===== src/rtl/lsu_dcache_arb.sv =====
// lsu_dcache_arb: arbitrates the DCache request port between the
// speculative issue queue (port 0) and the committed-store drain (port 1).
module lsu_dcache_arb #(
    parameter int REQ_W      = 128,
    parameter int RSP_W      = 64,
    parameter int MAX_OUT    = 4,
    parameter int STARVE_MAX = 8
) (
    input  logic             clk,
    input  logic             rst_n,
    input  logic             flush,
    input  logic             iq_valid_i,
    output logic             iq_ready_o,
    input  logic [REQ_W-1:0] iq_req_i,
    input  logic             sb_valid_i,
    output logic             sb_ready_o,
    input  logic [REQ_W-1:0] sb_req_i,
    input  logic             sb_urgent_i,
    output logic             dc_valid_o,
    input  logic             dc_ready_i,
    output logic [REQ_W-1:0] dc_req_o,
    input  logic             dc_rvalid_i,
    output logic             dc_rready_o,
    input  logic [RSP_W-1:0] dc_rsp_i,
    output logic             iq_rvalid_o,
    input  logic             iq_rready_i,
    output logic             sb_rvalid_o,
    input  logic             sb_rready_i,
    output logic [RSP_W-1:0] rsp_o,
    output logic             busy_o
);

    localparam int PW = $clog2(MAX_OUT);
    localparam int CW = $clog2(MAX_OUT + 1);
    localparam int SW = $clog2(STARVE_MAX + 1);
    localparam logic [CW:0]   MAX_C = (CW + 1)'(MAX_OUT);
    localparam logic [SW-1:0] S_MAX = SW'(STARVE_MAX);

    logic               stage_v_q, stage_v_d;
    logic               stage_src_q, stage_src_d;
    logic [REQ_W-1:0]   stage_pl_q, stage_pl_d;
    logic [MAX_OUT-1:0] tag_src_q, tag_src_d;
    logic [MAX_OUT-1:0] tag_kill_q, tag_kill_d;
    logic [PW-1:0]      wptr_q, wptr_d;
    logic [PW-1:0]      rptr_q, rptr_d;
    logic [CW-1:0]      cnt_q, cnt_d;
    logic [SW-1:0]      starve_q, starve_d;

    logic          handoff, pop, can_load, credit_ok;
    logic          sb_win, sb_gnt, iq_gnt;
    logic          tag_empty, head_src, head_kill;
    logic [CW:0]   cnt_nxt;

    assign handoff   = stage_v_q && dc_ready_i;
    assign tag_empty = (cnt_q == '0);
    assign head_src  = tag_src_q[rptr_q];
    assign head_kill = tag_kill_q[rptr_q];
    assign pop       = dc_rvalid_i && dc_rready_o;

    assign can_load  = !stage_v_q || dc_ready_i;
    assign cnt_nxt   = {1'b0, cnt_q} + (CW + 1)'(handoff) - (CW + 1)'(pop);
    assign credit_ok = cnt_nxt < MAX_C;

    assign sb_win = sb_valid_i &&
                    (sb_urgent_i || starve_q == S_MAX || !iq_valid_i);
    assign sb_gnt = can_load && credit_ok && sb_win;
    assign iq_gnt = can_load && credit_ok && !sb_win &&
                    iq_valid_i && !flush;

    assign iq_ready_o = iq_gnt;
    assign sb_ready_o = sb_gnt;
    assign dc_valid_o = stage_v_q;
    assign dc_req_o   = stage_pl_q;
    assign rsp_o      = dc_rsp_i;
    assign busy_o     = stage_v_q || !tag_empty;

    // Route the in-order response to the requester named by the head tag.
    always_comb begin
        iq_rvalid_o = 1'b0;
        sb_rvalid_o = 1'b0;
        dc_rready_o = 1'b0;
        if (!tag_empty) begin
            if (head_kill) begin
                dc_rready_o = 1'b1;
            end else if (head_src) begin
                sb_rvalid_o = dc_rvalid_i;
                dc_rready_o = sb_rready_i;
            end else begin
                iq_rvalid_o = dc_rvalid_i;
                dc_rready_o = iq_rready_i;
            end
        end
    end

    // Output stage: load winner, drain on handoff, drop squashed loads.
    always_comb begin
        stage_v_d   = stage_v_q;
        stage_src_d = stage_src_q;
        stage_pl_d  = stage_pl_q;
        if (sb_gnt) begin
            stage_v_d   = 1'b1;
            stage_src_d = 1'b1;
            stage_pl_d  = sb_req_i;
        end else if (iq_gnt) begin
            stage_v_d   = 1'b1;
            stage_src_d = 1'b0;
            stage_pl_d  = iq_req_i;
        end else if (handoff) begin
            stage_v_d = 1'b0;
        end else if (flush && !stage_src_q) begin
            stage_v_d = 1'b0;
        end
    end

    // Tag FIFO: push source on handoff, kill port-0 tags on flush.
    always_comb begin
        tag_src_d  = tag_src_q;
        tag_kill_d = tag_kill_q;
        wptr_d     = wptr_q;
        rptr_d     = rptr_q;
        cnt_d      = cnt_nxt[CW-1:0];
        if (flush) begin
            tag_kill_d = tag_kill_q | ~tag_src_q;
        end
        if (handoff) begin
            tag_src_d[wptr_q]  = stage_src_q;
            tag_kill_d[wptr_q] = flush && !stage_src_q;
            wptr_d             = wptr_q + 1'b1;
        end
        if (pop) begin
            rptr_d = rptr_q + 1'b1;
        end
    end

    // Count cycles a waiting store has lost arbitration.
    always_comb begin
        starve_d = starve_q;
        if (sb_gnt || !sb_valid_i) begin
            starve_d = '0;
        end else if (starve_q != S_MAX) begin
            starve_d = starve_q + 1'b1;
        end
    end

    // State registers with synchronous active-low reset.
    always_ff @(posedge clk) begin
        if (!rst_n) begin
            stage_v_q   <= 1'b0;
            stage_src_q <= 1'b0;
            stage_pl_q  <= '0;
            tag_src_q   <= '0;
            tag_kill_q  <= '0;
            wptr_q      <= '0;
            rptr_q      <= '0;
            cnt_q       <= '0;
            starve_q    <= '0;
        end else begin
            stage_v_q   <= stage_v_d;
            stage_src_q <= stage_src_d;
            stage_pl_q  <= stage_pl_d;
            tag_src_q   <= tag_src_d;
            tag_kill_q  <= tag_kill_d;
            wptr_q      <= wptr_d;
            rptr_q      <= rptr_d;
            cnt_q       <= cnt_d;
            starve_q    <= starve_d;
        end
    end

    // A response with nothing outstanding means the DCache lost order.
    rsp_without_req: assert property (
        @(posedge clk) disable iff (!rst_n) dc_rvalid_i |-> !tag_empty
    );

endmodule


===== config.mk =====
export PLATFORM = sky130hd
export DESIGN_NAME = lsu_dcache_arb
export DESIGN_NICKNAME = d
export VERILOG_FILES = /design/src/rtl/lsu_dcache_arb.sv
export SDC_FILE = /design/constraint.sdc
export NUM_CORES = 1
export LEC_CHECK = 0
export BUFFER_PORTS_ARGS = -buffer_cell sky130_fd_sc_hd__buf_4
export CORE_AREA = 2 2 205 207
export CTS_BUF_LIST = sky130_fd_sc_hd__clkbuf_4 sky130_fd_sc_hd__clkbuf_8
export DETAILED_ROUTE_END_ITERATION = 12
export DIE_AREA = 0 0 207 209
export GPL_ROUTABILITY_DRIVEN = 0
export HOLD_SLACK_MARGIN = 0.02
export PLACE_DENSITY_LB_ADDON = 0.08
export SETUP_SLACK_MARGIN = 0.2
export SLEW_MARGIN = 20
export SYNTH_ARGS = -nofsm -noshare
export SYNTH_HDL_FRONTEND = slang
export SYNTH_SLANG_ARGS = --single-unit

===== constraint.sdc =====
create_clock -name clk -period 7.8 [get_ports clk]
set_clock_uncertainty 0.15 [all_clocks]
set_input_delay 0.78 -clock clk [delete_from_list [all_inputs] [get_ports clk]]
set_output_delay 0.78 -clock clk [all_outputs]
set_load 0.02 [all_outputs]

### Word-level counts from Yosys, hierarchy flattened

Index checks and enable logic that the tools add are counted.
Widths: inputs -> output; s select.

| storage, ports and cells | value |
|---|---|
| register bits | 149 |
| word-level logic and storage cells | 76 |

| operators by class | value |
|---|---|
| $add $sub $neg | 5 |
| magnitude comparators | 4 |
| reductions and logical operators | 26 |
| bitwise gates (word level) | 3 |
| equal/unequal tests | 2 |
| mux-type cells | 27 |

Operator list:

| cell | count |
|---|---|
| $mux 128 | 2 |
| $mux 1 | 18 |
| $logic_and 1x1->1 | 10 |
| $bwmux 4 | 2 |
| $mux 4 | 2 |
| $logic_not 1->1 | 7 |
| $lt 2x3->1 const B | 2 |
| $logic_or 1x1->1 | 5 |
| $add 2x1->2 const B | 2 |
| $add 3x1->4 | 1 |
| $add 4x1->4 const B | 1 |
| $bmux 1 s2 | 2 |
| $eq 4x4->1 const B | 1 |
| $lt 4x3->1 const B | 1 |
| $ne 4x4->1 const B | 1 |
| $not 4->4 | 1 |
| $or 4x4->4 | 1 |
| $reduce_bool 4->1 | 1 |
| $sub 4x1->4 | 1 |
| $logic_not 3->1 | 1 |
| $demux 1 s2 | 1 |
| $ge 2x1->1 const B | 1 |
| $reduce_bool 2->1 | 1 |
| $reduce_or 2->1 | 1 |
| $not 1->1 | 1 |

### Logic depth before layout (Yosys ltp)

| depth | value |
|---|---|
| word-level depth | 14 |
| depth in mapped cells | 15 |

### Worst setup path before layout

No wires, ideal clock.

| timing path | value |
|---|---|
| path kind | flip-flop to output port |
| start | register rptr_q[0] |
| end | output iq_ready_o |
| required time | 6870 ps |
| cell stages (with the launch flop) | 13 |
| path slack | 3379 ps |
| arrival time | 3491 ps |
| buffers on the path | 1 |
| cell sequence | dfxtp_1 -> mux4_2 -> mux2i_1 -> nor2b_1 -> nor2_1 -> ha_1 -> inv_1 -> ha_1 -> fa_1 -> xor2_1 -> nand2b_1 -> buf_4 -> nor4_2 |

| between the ends | value |
|---|---|
| cells in the longest elaborated chain, start to end | 12 |
| elaborated cells between the ends (all ways) | 14 |
| classes of those cells | 1 x add/sub; 1 x order compare; 7 x mux; 5 x reduce/logical |

RTL lines:

| element | RTL line | source |
|---|---|---|
| start: declaration | 45 | `logic [PW-1:0] rptr_q, rptr_d;` |
| start signal: assignment | 164 | `rptr_q <= rptr_d;` |
| $bmux 1 s2 | 56 | `assign head_src = tag_src_q[rptr_q];` |
| $mux 1 (implied by the code) | 56 |  |
| $mux 1 | 85 | `end else if (head_src) begin` |
| $mux 1 * | 83 | `if (head_kill) begin` |
| $mux 1 * | 82 | `if (!tag_empty) begin` |
| $logic_and 1x1->1 * | 58 | `assign pop = dc_rvalid_i && dc_rready_o;` |
| named net pop | 49 | `logic handoff, pop, can_load, credit_ok;` |
| $sub 4x1->4 * | 61 | `assign cnt_nxt = {1'b0, cnt_q} + (CW + 1)'(handoff) - (CW + 1)'(pop);` |
| $lt 4x3->1 * | 62 | `assign credit_ok = cnt_nxt < MAX_C;` |
| $logic_and 1x1->1 * (3 in a row) | 67 | `assign iq_gnt = can_load && credit_ok && !sb_win &&` |
| $logic_and 1x1->1 * | 68 | `iq_valid_i && !flush;` |
| end: declaration | 13 | `output logic iq_ready_o,` |

The timed path passes the listed nets; every way through them passes the cells marked *. The select of a mux whose other input is x is not followed.

### Worst setup path after layout

Ends and elaborated chain as after synthesis.

==> out/results.ini <==
[floorplan]
pin_count=529
core_area_um2=41300
die_w_um=207
initial_core_util_pct=28.7
dieArea_um2=43300
fp-row-count=75
die_h_um=209

[setup_path]
crit_path_end=iq_ready_o
r2r-start=rptr_q[0]
startpoint=rptr_q[0]
crit_type=reg -> out
required_ps=6870
rr_endpoint=dc_req_o[125]
crit_chain=mux4_2, mux2i_1, nor2b_1, nor2_1, ha_1, inv_1, ha_1, fa_1, xor2_1, nand2b_4, nor4_2, buf_4, buf_4
slowest_delay_ps=630
critPathCaptureType=primary output
r2r_cells=13
crit_slowest_cell=nor4_2
arrival_ps=4910
crit_path_max_fanout=81
crit_path_start_kind=flip-flop
r2r_slack_ps=2430

[detailed_routing]
vias_per_cell=6.08
drc_errors=0
wl_um=56400
vias=13900
ant_nets=0
first_pass_iters=5
drt_iter0_markers=1012
post_drt_wl_per_cell_um=24.7

[clocking]
cts_tree=built
ctsHoldBuffers=0
postCtsSetupRepairBufs=0
numCtsBuffers=17
ctsRootBufferMaster=clkbuf_8
clk-insertion-delay-late_ps=500
clock_sinks=149
cts_max_level=4
cts_resized=0
clk_path_buf_depth=2
clkTransAtPathRegs_ps=80

[synthesis]
ys_ff_latch=149
yosysTopAreaCell=dfxtp_1
synth_top_area_share_pct=25.1
synthArstFlopShare_pct=0
syn-cell-area_um2=11900
synthFlopType=dfxtp_1
syn-num-nets=1937
synth_edf_count=0
ys_types=47
ys_top_cells_by_area=dfxtp_1, nor4_1, a41oi_1
ys_seq_area_share_pct=25.1
yosys_warnings=0
syn_area_per_cell_um2=7.44
syn_inst=1596

[sta]
finalSetupViolCount=0
min_period_ps=5840
max_slew_margin_pct=28.5
drv_slew=0
finalCritPeriodShare_pct=74.9
tightest_slew_ps=1070
fin_setup_tns_ps=0
rsz0062_at_grt=false
hold_viol_final=0
fmax_mhz=171

[global_routing]
track_usage_pct=24.9
antenna_found_initial=4
grt_pass1_vias=13800
grt-ovfl-total=0
grt_pass1_wl_um=86200
grt_max_degree=100

[placement]
numPortBuffers=400
post_dp_cell_area_um2=14300
dp_hpwl_um=33500

[power]
netSwitchingPower_mw=3.52
swShare_pct=57.6
comb_power_share_pct=69.5
clockPowerShare_pct=11.8
peakVddDrop_mv=0.357
power.internal_mw=2.59
seqPwrFrac_pct=18.7
leakagePower_nw=6.06
powerDensity_nw_per_um2=411

[cells_and_area]
multi_input_area_um2=6440
seq_area_um2=2980
layout.nets=2069
drive_above_1_share_pct=27.7
final_area_um2=14900
area_growth_pct=25.2
fillCellCount=4447

[hold_path]
hold_class=reg -> reg

[status]
status=finished clean

[job]
drv_cap=0

-- through the flow --
stage | instances | total power [mW] | hold WS (ps) | utilization (%) | worst slack (ps)
floorplan | 1596 | 4.13 | 319 | - | 3380
global placement | 2246 | 5.31 | 339 | 34.7 | 2600
detailed placement | 2246 | 5.32 | 349 | 34.7 | 2480
CTS | 2278 | 6.04 | 355 | 35.8 | 1920
global route | 2284 | 6.50 | 374 | 36.0 | 1640
finish | 2284 | 6.10 | 356 | 36.0 | 1960
-- routing by layer --
| metal | track usage, % | wire, um | vias up |
|---|---|---|---|
| li1 | - | - | 6415 |
| met1 | 33.6 | 24300 | 6735 |
| met2 | 38.7 | 26300 | 641 |
| met3 | 5.26 | 3880 | 100 |
| met4 | 10.2 | 1860 | 0 |
| met5 | 0 | 0 | - |
-- flip-flops by register name, summed over array words and instances (netlist names) --
| name | flops |
|---|---|
| rptr_q | 2 |
| wptr_q | 2 |
| dc_valid_o | 1 |
| stage_src_q | 1 |
| starve_q | 4 |
| dc_req_o | 128 |
| cnt_q | 3 |
| tag_src_q | 4 |
| tag_kill_q | 4 |
-- cell type report --
cell class | count | share of cell area (%)
flip-flops and latches | 149 | 20.1
multi-input cells | 860 | 43.4
repair buffers | 430 | 22.1
diodes | 4 | 0.0674
well taps | 539 | 4.54
clock buffers | 24 | 2.22
clock inverters | 8 | 0.792
inverters | 270 | 6.85
-- cells in the final DEF, fill, tap and decap left out, types with 4 or more instances in the layout --
cell type	instances
a2111oi_1	5
a21oi_1	4
a22oi_1	4
a41oi_1	128
buf_4	427
clkbuf_8	24
clkinv_2	4
dfxtp_1	149
diode_2	4
ha_1	10
inv_1	267
mux2i_1	6
nand2_1	6
nand2b_1	4
nand3_1	8
nor2_1	12
nor3_1	27
nor4_1	333
o2111ai_1	123
o211ai_1	130
o41ai_1	21
-- critical path: cells and delay by family (launching register included) --
kind | cells | cell delay, ps
multiplexers | 2 | 890
adder cells (fa/ha/maj) | 3 | 890
XOR/XNOR | 1 | 190
AND/OR/NAND/NOR | 4 | 1560
buffers and inverters | 3 | 430
flip-flops | 1 | 450
-- synthesized netlist by cell type, types with 2 or more instances --
master and instances:
mux2i_1 6, a41oi_1 128, nand4_1 2, nor3_1 27, clkbuf_1 181, and2_1 3
a2111oi_1 5, nand4b_1 2, nand2_1 6, nand2b_1 6, ha_1 10, a21oi_1 4
nand3_1 9, mux4_2 2, buf_1 17, o2111ai_1 123, buf_2 51, o41ai_1 21
nor4_1 333, nor2b_1 5, dfxtp_1 149, xnor2_1 2, inv_2 2, xor2_1 2
o211ai_1 130, buf_4 67, nor4_2 2, inv_1 268, nor2_1 12, a22oi_1 4
-- worst min path at each step --
stage	start	to	depth (start not counted)
2_1_floorplan	wptr_q[1]	wptr_q[1]	2
3_3_place_gp	wptr_q[1]	wptr_q[1]	2
3_5_place_dp	wptr_q[1]	wptr_q[1]	2
4_1_cts	iq_req_i[64]	dc_req_o[64]	3
5_1_grt	iq_req_i[46]	dc_req_o[46]	3
6_report	wptr_q[1]	wptr_q[1]	2
-- power groups by stage --
stage / Sequential [mW] / Combinational, mW / Clock, mW
3_5_place_dp: 1.16 / 4.16 / 0
5_1_grt: 1.17 / 4.57 / 0.761
2_1_floorplan: 1.33 / 2.80 / 0
4_1_cts: 1.15 / 4.16 / 0.734
6_report: 1.14 / 4.24 / 0.718
3_3_place_gp: 1.16 / 4.15 / 0
-- cells by family (layout without fill, tap and decap cells) --
logic type | count (synthesis) | after routing | share of synthesized area (%)
buffers and inverters | 587 | 732 | 21.3
AO/OA/AOI/OAI | 424 | 424 | 29.8
AND/OR/NAND/NOR | 413 | 413 | 21.4
flip-flops | 149 | 149 | 25.1
adder cells (fa/ha/maj) | 11 | 11 | 1.22
multiplexers | 8 | 8 | 0.886
XOR/XNOR | 4 | 4 | 0.295
other | 0 | 4 | 0
(Power assumes the default switching activity.)
